--- src/rtl/i2c_bit_engine.sv ---
// i2c_bit_engine: byte-level I2C master. Accepts START/WRITE/READ/STOP
// commands, drives SCL/SDA from a quarter-bit divider and returns one
// response pulse per command with received byte and ACK status.
module i2c_bit_engine #(
  parameter int CLK_DIV = 125
) (
  input  logic       clk_i,
  input  logic       reset_i,
  input  logic       cmd_valid_i,
  output logic       cmd_ready_o,
  input  logic [1:0] cmd_i,
  input  logic [7:0] tx_byte_i,
  input  logic       rx_ack_send_i,
  output logic       rsp_valid_o,
  output logic [7:0] rx_byte_o,
  output logic       ack_received_o,
  output logic       cmd_err_o,
  output logic       busy_o,
  output logic       bus_active_o,
  output logic       scl_o,
  output logic       sda_oe_o,
  input  logic       sda_in_i
);
  localparam int CW = $clog2(CLK_DIV);
  localparam logic [1:0] C_START = 2'd0, C_WRITE = 2'd1, C_READ = 2'd2, C_STOP = 2'd3;

  typedef enum logic [2:0] {S_IDLE, S_START, S_BIT, S_STOP, S_DONE} state_t;

  state_t          state_q, state_d;
  logic [CW-1:0]   cnt_q, cnt_d;
  logic [1:0]      qtr_q, qtr_d;
  logic [3:0]      slot_q, slot_d;
  logic            rd_q, rd_d;
  logic            ack_send_q, ack_send_d;
  logic [7:0]      tx_q, tx_d;
  logic [7:0]      rx_sh_q, rx_sh_d;
  logic [7:0]      rx_byte_q, rx_byte_d;
  logic            scl_q, scl_d;
  logic            oe_q, oe_d;
  logic            ack_q, ack_d;
  logic            err_q, err_d;
  logic            bus_q, bus_d;
  logic            rel_q, rel_d;   // one-cycle flag: release SDA in DONE after a byte
  logic            tick;
  logic            ready;

  assign ready = (state_q == S_IDLE) || (state_q == S_DONE);
  assign tick  = (state_q == S_START || state_q == S_BIT || state_q == S_STOP) &&
                 (cnt_q == CW'(CLK_DIV - 1));

  // Next-state, quarter actions and command accept
  always_comb begin
    state_d    = state_q;
    cnt_d      = cnt_q;
    qtr_d      = qtr_q;
    slot_d     = slot_q;
    rd_d       = rd_q;
    ack_send_d = ack_send_q;
    tx_d       = tx_q;
    rx_sh_d    = rx_sh_q;
    rx_byte_d  = rx_byte_q;
    scl_d      = scl_q;
    oe_d       = oe_q;
    ack_d      = ack_q;
    err_d      = err_q;
    bus_d      = bus_q;
    rel_d      = 1'b0;

    unique case (state_q)
      S_START, S_BIT, S_STOP: begin
        cnt_d = tick ? '0 : cnt_q + CW'(1);
        if (tick) begin
          qtr_d = qtr_q + 2'd1;
          if (state_q == S_START) begin
            unique case (qtr_q)
              2'd0: scl_d = 1'b1;
              2'd1: oe_d  = 1'b1;            // SDA falls with SCL high
              2'd2: scl_d = 1'b0;
              2'd3: state_d = S_DONE;
            endcase
          end else if (state_q == S_STOP) begin
            unique case (qtr_q)
              2'd0: scl_d = 1'b1;
              2'd1: oe_d  = 1'b0;            // SDA rises with SCL high
              2'd2: ;                        // Q3 hold
              2'd3: begin
                state_d = S_DONE;
                bus_d   = 1'b0;
              end
            endcase
          end else begin
            unique case (qtr_q)
              2'd0: scl_d = 1'b1;
              2'd1: begin                    // mid-high sample point
                if (rd_q && slot_q < 4'd8) rx_sh_d = {rx_sh_q[6:0], sda_in_i};
                if (!rd_q && slot_q == 4'd8) ack_d = ~sda_in_i;
              end
              2'd2: scl_d = 1'b0;
              2'd3: begin
                if (slot_q == 4'd8) begin
                  state_d = S_DONE;
                  rel_d   = 1'b1;
                  if (rd_q) rx_byte_d = rx_sh_q;
                end else begin
                  slot_d = slot_q + 4'd1;
                  tx_d   = {tx_q[6:0], 1'b0};
                  scl_d  = 1'b0;
                  oe_d   = (slot_q == 4'd7) ? (rd_q & ack_send_q) : (~rd_q & ~tx_q[6]);
                end
              end
            endcase
          end
        end
      end
      default: begin
        if (state_q == S_DONE) begin
          state_d = S_IDLE;
          if (rel_q) oe_d = 1'b0;
        end
        if (cmd_valid_i) begin
          cnt_d      = '0;
          qtr_d      = 2'd0;
          slot_d     = 4'd0;
          ack_d      = 1'b0;
          err_d      = 1'b0;
          rd_d       = (cmd_i == C_READ);
          tx_d       = tx_byte_i;
          ack_send_d = rx_ack_send_i;
          unique case (cmd_i)
            C_START: begin
              state_d = S_START;
              bus_d   = 1'b1;
              oe_d    = 1'b0;
            end
            C_WRITE, C_READ: begin
              if (bus_q) begin
                state_d = S_BIT;
                scl_d   = 1'b0;
                oe_d    = (cmd_i == C_WRITE) & ~tx_byte_i[7];
              end else begin
                state_d = S_DONE;
                err_d   = 1'b1;
              end
            end
            C_STOP: begin
              if (bus_q) begin
                state_d = S_STOP;
                scl_d   = 1'b0;
                oe_d    = 1'b1;
              end else begin
                state_d = S_DONE;
                err_d   = 1'b1;
              end
            end
          endcase
        end
      end
    endcase
  end

  // State and datapath registers
  always_ff @(posedge clk_i or posedge reset_i) begin
    if (reset_i) begin
      state_q    <= S_IDLE;
      cnt_q      <= '0;
      qtr_q      <= 2'd0;
      slot_q     <= 4'd0;
      rd_q       <= 1'b0;
      ack_send_q <= 1'b0;
      tx_q       <= 8'h00;
      rx_sh_q    <= 8'h00;
      rx_byte_q  <= 8'h00;
      scl_q      <= 1'b1;
      oe_q       <= 1'b0;
      ack_q      <= 1'b0;
      err_q      <= 1'b0;
      bus_q      <= 1'b0;
      rel_q      <= 1'b0;
    end else begin
      state_q    <= state_d;
      cnt_q      <= cnt_d;
      qtr_q      <= qtr_d;
      slot_q     <= slot_d;
      rd_q       <= rd_d;
      ack_send_q <= ack_send_d;
      tx_q       <= tx_d;
      rx_sh_q    <= rx_sh_d;
      rx_byte_q  <= rx_byte_d;
      scl_q      <= scl_d;
      oe_q       <= oe_d;
      ack_q      <= ack_d;
      err_q      <= err_d;
      bus_q      <= bus_d;
      rel_q      <= rel_d;
    end
  end

  assign cmd_ready_o    = ready;
  assign busy_o         = ~ready;
  assign rsp_valid_o    = (state_q == S_DONE);
  assign rx_byte_o      = rx_byte_q;
  assign ack_received_o = ack_q;
  assign cmd_err_o      = err_q;
  assign bus_active_o   = bus_q;
  assign scl_o          = scl_q;
  assign sda_oe_o       = oe_q;
endmodule
--- config.mk ---
export PLATFORM = sky130hd
export DESIGN_NAME = i2c_bit_engine
export DESIGN_NICKNAME = d
export VERILOG_FILES = /design/src/rtl/i2c_bit_engine.sv
export SDC_FILE = /design/constraint.sdc
export NUM_CORES = 1
export LEC_CHECK = 0
export CORE_ASPECT_RATIO = 1.75
export CORE_UTILIZATION = 30
export DETAILED_ROUTE_END_ITERATION = 10
export GPL_ROUTABILITY_DRIVEN = 0
export PLACE_DENSITY = 0.6
export SLEW_MARGIN = 20
export SYNTH_ARGS = -nofsm -noshare
export SYNTH_HDL_FRONTEND = slang
export SYNTH_SLANG_ARGS = --single-unit
--- constraint.sdc ---
create_clock -name clk_i -period 2.5 [get_ports clk_i]
set_input_delay 0.375 -clock clk_i [delete_from_list [all_inputs] [get_ports clk_i]]
set_output_delay 0.375 -clock clk_i [all_outputs]
set_load 0.01 [all_outputs]
; Yosys cells after proc, flatten, opt, wreduce, memory -nomap -nowiden
; Cells that the tools add are included.
[word_totals]
register_bits = 47
in_bits = 15
output_inout_bits = 16
elab_cells = 168
[op_classes]
addsub = 3
magnitude_cmp = 1
n_eq_ne = 30
mux = 80
bitwise_logic = 11
reduce_logical = 28
[op_table]
columns = op, count
row1 = 7-bit 2-to-1 mux, 10
row2 = 1-bit 2-to-1 mux, 45
row3 = 3-bit 2-to-1 mux, 11
row4 = 4-bit 2-to-1 mux, 7
row5 = 6-bit AND reduction, 4
row6 = "2-bit inequality test, second input constant", 6
row7 = 3-bit case mux with 3 select lines, 1
row8 = "2-bit equality test, second input constant", 4
row9 = "4-bit by 3-bit inequality test with 1-bit output, second input constant", 2
row10 = "4-bit inequality test, second input constant", 2
row11 = 1-bit inverter, 8
row12 = 8-bit AND reduction, 1
row13 = 2-bit nonzero test, 4
row14 = "7-bit by 1-bit adder with 7-bit output, second input constant", 1
row15 = "7-bit equality test, second input constant", 1
row16 = 7-bit AND reduction, 1
row17 = "3-bit by 2-bit equality test with 1-bit output, second input constant", 2
row18 = 2-bit 2-to-1 mux, 3
row19 = "3-bit by 2-bit inequality test with 1-bit output, second input constant", 2
row20 = 1-bit case mux with 3 select lines, 2
row21 = 3-bit OR reduction, 2
row22 = "5-bit inequality test, second input constant", 1
row23 = 5-bit AND reduction, 1
row24 = "4-bit by 1-bit adder with 4-bit output, second input constant", 1
row25 = other kinds (21), 31

; Depth between registers and ports, before layout
[logic_depth]
depth_word = 9
ltp_mapped = 8
mapped_depth_nobuf = 7

; Worst setup path before layout
; Ideal clock, no wire load.
[synth_path]
path_kind = reg2reg
from = reg cnt_q[0]
to = reg rx_byte_q[0] (netlist: rx_byte_o[0])
setup_ps = 125
t_arrival_ps = 1673
required_time_ps = 2375
path_slack_ps = 702
stages_incl_launch_ff = 8
n_path_buf = 1
cell_sequence = dfrtp_1 -> inv_1 -> ha_1 -> nand4_4 -> nor3_4 -> and3_1 -> buf_2 -> mux2_2
[synth_between]
elab_chain_cells = 3
[synth_rtl]
columns = item, line
row1 = from (decl), 30  ; logic [CW-1:0] cnt_q, cnt_d;
row2 = from (signal assigned), 181  ; cnt_q <= cnt_d;
row3 = 7-bit equality test, 49  ; (cnt_q == CW'(CLK_DIV - 1));
row4 = 1-bit logical AND, 48  ; assign tick = (state_q == S_START || state_q == S_BIT || state_q == S_STOP) &&
row5 = 7-bit AND reduction (no source line), -
row6 = to (signal assigned), 188  ; rx_byte_q <= rx_byte_d;
row7 = to (decl), 37  ; logic [7:0] rx_byte_q, rx_byte_d;
; Every way passes these cells.
; A chain may end at the register's enable or synchronous reset.

; Worst setup path after layout
[layout_path]
from = reg state_q[0]
to = out rsp_valid_o
[layout_between]
elab_chain_cells = 1
[layout_rtl]
columns = item, line
row1 = from (decl), 29  ; state_t state_q, state_d;
row2 = from (signal assigned), 180  ; state_q <= state_d;
row3 = 3-bit equality test, 200  ; assign rsp_valid_o = (state_q == S_DONE);
row4 = to (decl), 14  ; output logic rsp_valid_o,
; Every way passes these cells.

==> results.yml <==
synth:
  synth_commonest_cells: "46 x dfrtp_1, 30 x nand2_1, 18 x nor2_1"
  syn_area_per_cell_um2: 10.2
  synth_nets: 274
  syn_inst: 246
  synth_edf_count: 0
  ys_seq_elements: 47
  synthMostInstantiatedCell: "dfrtp_1"
  syn-cell-area_um2: 2510
  yosysSeqAreaShare: 0.468
  synth_top_area_frac: 0.458
  netlist-cell-type-count: 55
  ys_warn_count: 0
  yosys_most_used_dff: "dfrtp_1"
  ys_top_cells_by_area: "dfrtp_1 46%, mux2_2 7.6%, ha_1 6.5%"
  yosys.area.top_type: "dfrtp_1"
  async_flop_share: 1.00
cts:
  cts_setup_buffers: 0
  root_buffer: "clkbuf_16"
  cts_tree: "built"
  path_clk_slew_ns: 0.06
  cts_resized: 0
  clk_latency_ns: 0.29
  cts_num_sinks: 47
  cts_buffer_depth: 2
  cts-htree-levels: 2
  hold_buffers: 0
  cts_made_buffers: 5
critical_path:
  cp_cell_sequence: "nor2_1 > and2_1 > clkdlybuf4s50_1"
  critical-path-top-delay-family: "flip-flops"
  worstPathRequired_ns: 2.12
  crit_path_end_kind: "output pin"
  critPathKind: "register to output pin"
  startpoint_type: "register"
  path_buf_inv: 1
  cp.arrival_ns: 1.88
  cpPeakStageDelay_ns: 0.56
  slowest_stage: "dfrtp_1"
  cp_max_fo: 16
sta:
  max_freq_mhz: 443
  finalCritPeriodShare: 0.904
  slew_violations: 0
  setup_viol: 0
  worst_pin_slew_ns: 0.520
  hold_violations: 0
  slew_headroom: 0.654
  rsz0062_at_grt: "no"
  final.setup.tns_ns: 0
  fin_crit_ns: 2.26
  final.setup_skew_ns: 0.00395
detailed_routing:
  drt-initial-drc-count: 89
  routed_wl_um: 5380
  antenna_left: 0
  first_pass_iters: 7
  dr_wl_met2_um: 3000
  drc: 1
  vias_per_cell: 5.22
  met1_length_um: 2110
  top_layer: "met4"
  route.vias.total: 1920
  wl_met3_um: 149
  wl_per_cell_um: 14.6
die:
  die_h_um: 123
  rows: 43
  ios: 31
  core_um2: 8020
  initial_core_util: 0.314
  dieWidth_um: 71.2
  die_area_um2: 8770
global_route:
  grt_max_degree: 23
  antenna_found_initial: 0
  grt_pass1_wl_um: 8910
  grt_pass1_vias: 1926
  grtUsageTotal: 0.131
  overflow: 0
pwr:
  intPower_w: 0.00126
  p_leak_nw: 1.35
  p_switching_w: 0.000298
  vdd_drop_max_v: 0.000270
  p_comb_frac: 0.038
  p_seq_frac: 0.491
  p_sw_frac: 0.191
  p_clk_frac: 0.471
  p_per_area_nw_per_um2: 507
flow_run:
  cap_viol_max_count: 0
layout:
  drive_gt1_frac: 0.147
  nets: 306
  antenna_cells: 0
  syn_to_final_growth_pct: 21.8
  fin_cells: 368
placed_design:
  portBuffers: 30
  dp_hpwl_um: 4090
  place_inst: 361
status:
  violations: "DRC"
  status: "finished with violations"
min_path:
  hp-class: "primary input to asynchronous set/reset pin"
-- through the flow --
step            util  power, W  cell area (um2)  setup WS (ns)  hold slack [ns]
3_5_place_dp   0.362  0.000838             2910          0.402            0.481
5_1_grt        0.382   0.00161             3060          0.118            0.478
3_3_place_gp   0.362  0.000837             2910          0.427            0.476
4_1_cts        0.382   0.00158             3060          0.213            0.448
2_1_floorplan      -  0.000801             2510          0.702            0.437
6_report       0.382   0.00155             3060          0.240            0.423
-- routing by layer --
layer  track usage  vias up
met1         0.136      946
met2         0.249       35
li1              -      931
met5             0        -
met3        0.0253        8
met4        0.0625        0
-- final cells by class --
class	instances	area, um2
Multi-Input combinational cell	176	1230
Inverter	13	48.8
Clock inverter	1	30.0
Fill cell	786	4950
Clock buffer	6	129
Tap cell	90	113
Sequential cell	47	1180
Timing Repair Buffer	35	338
-- worst paths after layout --
path	startpoint	endpoint	slack [ns]	depth (start not counted)
setup / recovery	state_q[0]	rsp_valid_o	0.24	3
hold / removal	reset_i	cmd_err_o	0.42	2
setup reg to reg	slot_q[0]	rx_byte_o[6]	0.40	6
hold reg to reg	cmd_err_o	cmd_err_o	0.49	2
max in group asynchronous	reset_i	tx_q[3]	1.52	3
min in group clk_i	cmd_err_o	cmd_err_o	0.49	2
-- state kept, by name, summed over array words and instances, names as in the netlist --
name	cells
ack_received_o	1
slot_q	4
tx_q	7
bus_active_o	1
cmd_err_o	1
sda_oe_o	1
rx_sh_q	8
rd_q	1
state_q	3
rel_q	1
ack_send_q	1
cnt_q	7
rx_byte_o	8
qtr_q	2
scl_o	1
-- worst reg2reg max path: stages (launching register included) --
cell	delay [ns]
dfrtp_1	0.40
inv_1	0.10
ha_1	0.17
nand3b_1	0.16
nor3_1	0.33
and3_1	0.43
mux2_2	0.39
-- cell usage in the layout (no fill, tap or decap), types with 2 or more instances in the layout --
cell type	count
inv_1	12
and3_1	3
a31oi_1	7
buf_4	5
a21oi_1	9
nor3_1	2
mux2_2	17
xor2_1	2
a22o_1	3
nand3b_1	2
nor2_1	18
clkbuf_16	5
nand3_1	11
ha_1	13
o21ai_1	2
dfrtp_1	46
o31ai_1	2
nand4_1	2
nor2b_1	2
o21ai_0	13
o32ai_1	2
nand2b_1	3
clkdlybuf4s50_1	30
o22ai_1	2
and2_1	4
nand2_1	30
-- cell families (layout without fill, tap and decap cells) --
kind of cell	after synthesis	count (layout)	synth area share
fa+ha+maj	14	14	0.0687
mux	18	18	0.0801
buf+inv	23	55	0.0433
xor+xnor	3	3	0.0104
compound gates	53	53	0.144
flops	47	47	0.468
simple gates	88	88	0.186
-- power groups by stage --
stage	combinational, W	sequential [W]	clock, W
2_1_floorplan	0.0000235	0.000777	0
3_3_place_gp	0.0000600	0.000777	0
3_5_place_dp	0.0000609	0.000777	0
4_1_cts	0.0000608	0.000763	0.000755
5_1_grt	0.0000646	0.000763	0.000782
6_report	0.0000586	0.000764	0.000733
Power figures use the tool's default switching activity.
